[src/rtl/l_type_unit_if.sv]
// l_type_unit_if: instruction/data bus between the core and the load unit
interface l_type_unit_if;
  logic [31:0] idata;
  logic [31:0] iaddr;
  logic [31:0] imm;
  logic [31:0] rv1;
  logic [31:0] rv2;
  logic [31:0] daddr;
  logic [31:0] drdata;
  logic [31:0] ld_addr;
  logic [31:0] regdata_L;
  logic        ld_misaligned;
  logic        ld_illegal;
  logic [31:0] regdata_L_q;
  logic        ld_valid_q;
  modport master (
    output idata, iaddr, imm, rv1, rv2, daddr, drdata,
    input  ld_addr, regdata_L, ld_misaligned, ld_illegal, regdata_L_q, ld_valid_q
  );
  modport slave (
    input  idata, iaddr, imm, rv1, rv2, daddr, drdata,
    output ld_addr, regdata_L, ld_misaligned, ld_illegal, regdata_L_q, ld_valid_q
  );
endinterface

[src/rtl/l_type_unit.sv]
// l_type_unit: RV32I load decode, byte/half/word extraction and extension, registered copy
module l_type_unit #(
  parameter int         XLEN        = 32,
  parameter logic [6:0] LOAD_OPCODE = 7'b0000011
) (
  input logic          clk,
  input logic          reset,
  l_type_unit_if.slave bus
);
  logic [2:0]      w_f3;
  logic [1:0]      w_off;
  logic [XLEN-1:0] w_shift;
  logic [7:0]      w_byte;
  logic [15:0]     w_half;
  logic            w_is_load;
  logic            w_unused;
  logic [31:0]     r_data;
  logic            r_valid;
  assign w_f3      = bus.idata[14:12];
  assign w_off     = bus.daddr[1:0];
  assign w_is_load = bus.idata[6:0] == LOAD_OPCODE;
  assign w_shift   = bus.drdata >> {w_off, 3'b000};
  assign w_byte    = w_shift[7:0];
  assign w_half    = w_off[1] ? bus.drdata[31:16] : bus.drdata[15:0];
  assign w_unused  = ^{bus.iaddr, bus.rv2, bus.idata[31:15], bus.idata[11:7], bus.daddr[31:2]};
  assign bus.ld_addr = bus.rv1 + bus.imm;
  // misaligned accesses keep the normal data path; only the flag changes
  always_comb begin
    bus.regdata_L     = '0;
    bus.ld_illegal    = 1'b0;
    bus.ld_misaligned = 1'b0;
    case (w_f3)
      3'b000: bus.regdata_L = {{24{w_byte[7]}}, w_byte};
      3'b100: bus.regdata_L = {24'h0, w_byte};
      3'b001: begin
        bus.regdata_L     = {{16{w_half[15]}}, w_half};
        bus.ld_misaligned = w_off[0];
      end
      3'b101: begin
        bus.regdata_L     = {16'h0, w_half};
        bus.ld_misaligned = w_off[0];
      end
      3'b010: begin
        bus.regdata_L     = bus.drdata;
        bus.ld_misaligned = w_off != 2'b00;
      end
      default: bus.ld_illegal = 1'b1;
    endcase
  end
  always_ff @(posedge clk) begin
    if (reset) begin
      r_data  <= '0;
      r_valid <= 1'b0;
    end else begin
      r_data  <= bus.regdata_L;
      r_valid <= w_is_load & ~bus.ld_illegal & ~bus.ld_misaligned;
    end
  end
  assign bus.regdata_L_q = r_data;
  assign bus.ld_valid_q  = r_valid;
endmodule

[src/flat_wrapper.sv]
// flat-port wrapper written by rule: the top's interface ports become plain ports
module l_type_unit_flat 
#(
  parameter int         XLEN        = 32,
  parameter logic [6:0] LOAD_OPCODE = 7'b0000011
)
  (clk, reset, bus_idata, bus_iaddr, bus_imm, bus_rv1, bus_rv2, bus_daddr, bus_drdata, bus_ld_addr, bus_regdata_L, bus_ld_misaligned, bus_ld_illegal, bus_regdata_L_q, bus_ld_valid_q);
  l_type_unit_if bus_i ();
  input logic clk;
  input logic reset;
  input wire logic [$bits(bus_i.idata)-1:0] bus_idata;
  input wire logic [$bits(bus_i.iaddr)-1:0] bus_iaddr;
  input wire logic [$bits(bus_i.imm)-1:0] bus_imm;
  input wire logic [$bits(bus_i.rv1)-1:0] bus_rv1;
  input wire logic [$bits(bus_i.rv2)-1:0] bus_rv2;
  input wire logic [$bits(bus_i.daddr)-1:0] bus_daddr;
  input wire logic [$bits(bus_i.drdata)-1:0] bus_drdata;
  output wire logic [$bits(bus_i.ld_addr)-1:0] bus_ld_addr;
  output wire logic [$bits(bus_i.regdata_L)-1:0] bus_regdata_L;
  output wire logic [$bits(bus_i.ld_misaligned)-1:0] bus_ld_misaligned;
  output wire logic [$bits(bus_i.ld_illegal)-1:0] bus_ld_illegal;
  output wire logic [$bits(bus_i.regdata_L_q)-1:0] bus_regdata_L_q;
  output wire logic [$bits(bus_i.ld_valid_q)-1:0] bus_ld_valid_q;
  assign bus_i.idata = bus_idata;
  assign bus_i.iaddr = bus_iaddr;
  assign bus_i.imm = bus_imm;
  assign bus_i.rv1 = bus_rv1;
  assign bus_i.rv2 = bus_rv2;
  assign bus_i.daddr = bus_daddr;
  assign bus_i.drdata = bus_drdata;
  assign bus_ld_addr = bus_i.ld_addr;
  assign bus_regdata_L = bus_i.regdata_L;
  assign bus_ld_misaligned = bus_i.ld_misaligned;
  assign bus_ld_illegal = bus_i.ld_illegal;
  assign bus_regdata_L_q = bus_i.regdata_L_q;
  assign bus_ld_valid_q = bus_i.ld_valid_q;
  l_type_unit #(.XLEN(XLEN), .LOAD_OPCODE(LOAD_OPCODE)) u_core (.clk(clk), .reset(reset), .bus(bus_i));
endmodule
[config.mk]
export PLATFORM = sky130hd
export DESIGN_NAME = l_type_unit_flat
export DESIGN_NICKNAME = d
export VERILOG_FILES = /design/src/rtl/l_type_unit_if.sv /design/src/rtl/l_type_unit.sv /design/src/flat_wrapper.sv
export SDC_FILE = /design/constraint.sdc
export NUM_CORES = 1
export LEC_CHECK = 0
export ABC_CLOCK_PERIOD_IN_PS = 5400
export CAP_MARGIN = 20
export CELL_PAD_IN_SITES_DETAIL_PLACEMENT = 1
export CELL_PAD_IN_SITES_GLOBAL_PLACEMENT = 2
export CORE_AREA = 2 2 127 129
export DETAILED_ROUTE_END_ITERATION = 8
export DIE_AREA = 0 0 129 131
export DONT_BUFFER_PORTS = 1
export PLACE_DENSITY_LB_ADDON = 0.1
export SLEW_MARGIN = 20
export SYNTH_ARGS = -nofsm -noshare
export SYNTH_HDL_FRONTEND = slang
export SYNTH_SLANG_ARGS = --single-unit
[constraint.sdc]
create_clock -name clk -period 5.4 [get_ports clk]
set_input_delay 1.35 -clock clk [delete_from_list [all_inputs] [get_ports clk]]
set_output_delay 1.35 -clock clk [all_outputs]
set_load 0.1 [all_outputs]
==> out/qor.yml <==
status: "finished, final reports clean"
crit_type: "in2out"
grt_pass1_vias: 3145
drt_iter0_markers: 93
hold_path.class: "in2reg"
power.internal_w: 0.000713
tightestPinTransition_ns: 1.14
slew_headroom_pct: 23.7
yosysTopAreaCell: "dfxtp_1"
clock_tree.buffer_depth: 2
setup_viol: 0
dp_hpwl_mm: 9.68
ys_top_cells_by_area: "dfxtp_1 (22%), ha_1 (13%), a21o_1 (8.4%)"
totalWireLength_mm: 11.2
yosysSeqAreaShare_pct: 21.7
antenna_found_initial: 0
postPlaceCellArea_um2: 4060
cts.sinks: 33
io_pins: 325
grt_pass1_wl_mm: 17.5
numCtsBuffers: 5
p_per_area_nw_per_um2: 401
p_leak_nw: 1.96
peakVddDrop_v: 0.000169
htree_levels: 2
ys.flop_type: "dfxtp_1"
finalHoldViolCount: 0
cts_resized: 0
synth.avg_cell_area_um2: 8.21
crit_path_end_kind: "output pin"
syn_nets: 628
root_buffer: "clkbuf_16"
setup_ws_ns: 0.248
synth_top_area_share_pct: 21.7
vias_per_cell: 4.68
grt_usage_pct: 13.0
ys_ff_latch: 33
vias: 2963
p_switching_w: 0.000973
wl_per_cell_um: 17.6
design_area_um2: 4200
cts_tree: "built"
first_pass_iters: 4
overflow: 0
final_util_pct: 27.0
ys_warn_count: 0
finalNetCount: 674
crit_path_start_kind: "input pin"
core_um2: 15600
comb_power_share_pct: 62.3
ant_nets: 0
slew_violations: 0
synth_area_um2: 3040
port_buffers: 0
fmax_ghz: 0.194
finalCriticalPeriod_ns: 5.15
synth-edff-count: 0
sw_frac_of_total_pct: 57.7
synthToLayoutAreaGrowth_pct: 38.3
rows: 46
die_w_um: 129
maxCapViolCount: 0
startpoint: "bus_rv1[0]"
rsz0062_at_grt: "false"
synth_cells: 370
antennaDiodeCount: 0
dpl_worst_slack_ns: 0.205
die_h_um: 131
synth_cell_types: 48
power_frac_seq_pct: 21.2
async_flop_share_pct: 0
drc: 0
min_period_over_period_pct: 95.4
die-area_um2: 16900
critPathArrivalTime_ns: 3.80
start_util_pct: 19.5
grt_max_degree: 34
postCtsHoldBufs: 0
hold_path.startpoint: "reset"
cts.clk_slew.worst_paths_ns: 0.05
gp_congestion: 0.762
post_cts_buffers: 0
crit_required_ns: 4.05
final_layout_size_suffix_gt1_share_pct: 25.9
clkPwrFrac_pct: 16.5
critPathMaxFanout: 3
==> cells by family (layout without fill, tap and decap cells) <==
family                   after synthesis  count (layout)  synth area share [%]
AO/OA/AOI/OAI                        129             129                  30.0
AND/OR/NAND/NOR                      113             113                  19.4
buffers and inverters                 24              71                  3.42
adder cells (fa/ha/maj)               32              32                  13.4
multiplexers                           9               9                  3.38
XOR/XNOR                              30              30                  8.65
flip-flops                            33              33                  21.7
==> cells in the mapped netlist, drive strengths merged (3+ instances only) <==
master  count
nor2b      36
a21o       34
a21oi      33
dfxtp      33
ha         31
nand2      22
nor2       22
xnor2      21
o21ai      20
a221o      13
clkbuf     11
xor2        9
mux2i       8
buf         7
inv         6
nand2b      6
nand3       6
nand4       6
nor3        6
a22oi       5
a31oi       4
o31ai       4
o21bai      3
==> per-layer routing <==
metal / vias up / share of wire (%) / GRT usage [%]
li1: 1440 / - / -
met1: 1388 / 41 / 15.7
met2: 126 / 48 / 22.0
met3: 9 / 10 / 4.72
met4: 0 / 0.99 / 3.39
met5: - / 0 / 0
==> cell type report <==
class / instances / area [um^2]
multi-input cells: 313 / 2520
well taps: 216 / 270
clock buffers: 5 / 125
fillers: 1849 / 11400
flip-flops and latches: 33 / 661
clock inverters: 3 / 17.5
repair buffers: 57 / 591
inverters: 6 / 22.5
==> cells in the final DEF (no fill, tap or decap), types with 2 or more instances in the layout <==
| master | count |
|---|---|
| xnor2_2 | 20 |
| a221oi_1 | 2 |
| o21bai_1 | 3 |
| a21o_1 | 34 |
| nand3_1 | 6 |
| a211oi_1 | 2 |
| dfxtp_1 | 33 |
| a22oi_1 | 4 |
| clkinv_2 | 2 |
| mux2i_1 | 8 |
| a21oi_1 | 32 |
| nand2b_1 | 6 |
| o21ai_0 | 11 |
| nor2b_1 | 35 |
| clkbuf_16 | 5 |
| nor2_1 | 21 |
| o31ai_1 | 4 |
| a31oi_1 | 4 |
| ha_1 | 31 |
| nand2_1 | 21 |
| buf_12 | 13 |
| nor3_1 | 6 |
| o21ai_1 | 4 |
| inv_1 | 6 |
| a221o_1 | 13 |
| nand4_1 | 6 |
| buf_4 | 44 |
| nor4_1 | 2 |
| and3_1 | 2 |
| o21ai_2 | 5 |
| xor2_2 | 9 |
| o21a_1 | 2 |
==> through the flow <==
step                TNS [ns]  hold WS, ns  instances  power, W
floorplan             -0.198         1.42        370   0.00117
global placement           0         1.44        625   0.00142
detailed placement         0         1.44        625   0.00142
CTS                        0         1.14        633   0.00170
global route               0         1.13        633   0.00175
finish                     0         1.13        633   0.00169
==> state kept, by name, summed over array words and instances (netlist names) <==
signal,cells
u_core.bus.ld_valid_q,1
u_core.bus.regdata_L_q,32
==> worst max-delay path, stage by stage <==
cell	delay (ns)
ha_1	0.23
fa_1	0.44
a21oi_1	0.24
o21ai_1	0.14
a221o_1	0.38
a22oi_2	0.21
a21oi_1	0.15
a31oi_1	0.28
xnor2_2	0.17
buf_12	0.21
==> power groups by stage <==
stage / Sequential, W / Combinational [W] / Clock [W]
6_report: 0.000357 / 0.00105 / 0.000278
5_1_grt: 0.000359 / 0.00110 / 0.000298
4_1_cts: 0.000358 / 0.00106 / 0.000284
3_5_place_dp: 0.000362 / 0.00106 / 0
3_3_place_gp: 0.000363 / 0.00106 / 0
2_1_floorplan: 0.000361 / 0.000810 / 0
==> final timing paths <==
check / endpoint / slack (ns) / depth (start not counted)
setup / recovery: bus_ld_addr[24] / 0.25 / 10
hold / removal: u_core.bus.regdata_L_q[7]$_SDFF_PP0_ / 1.13 / 1
(Power assumes the default switching activity.)
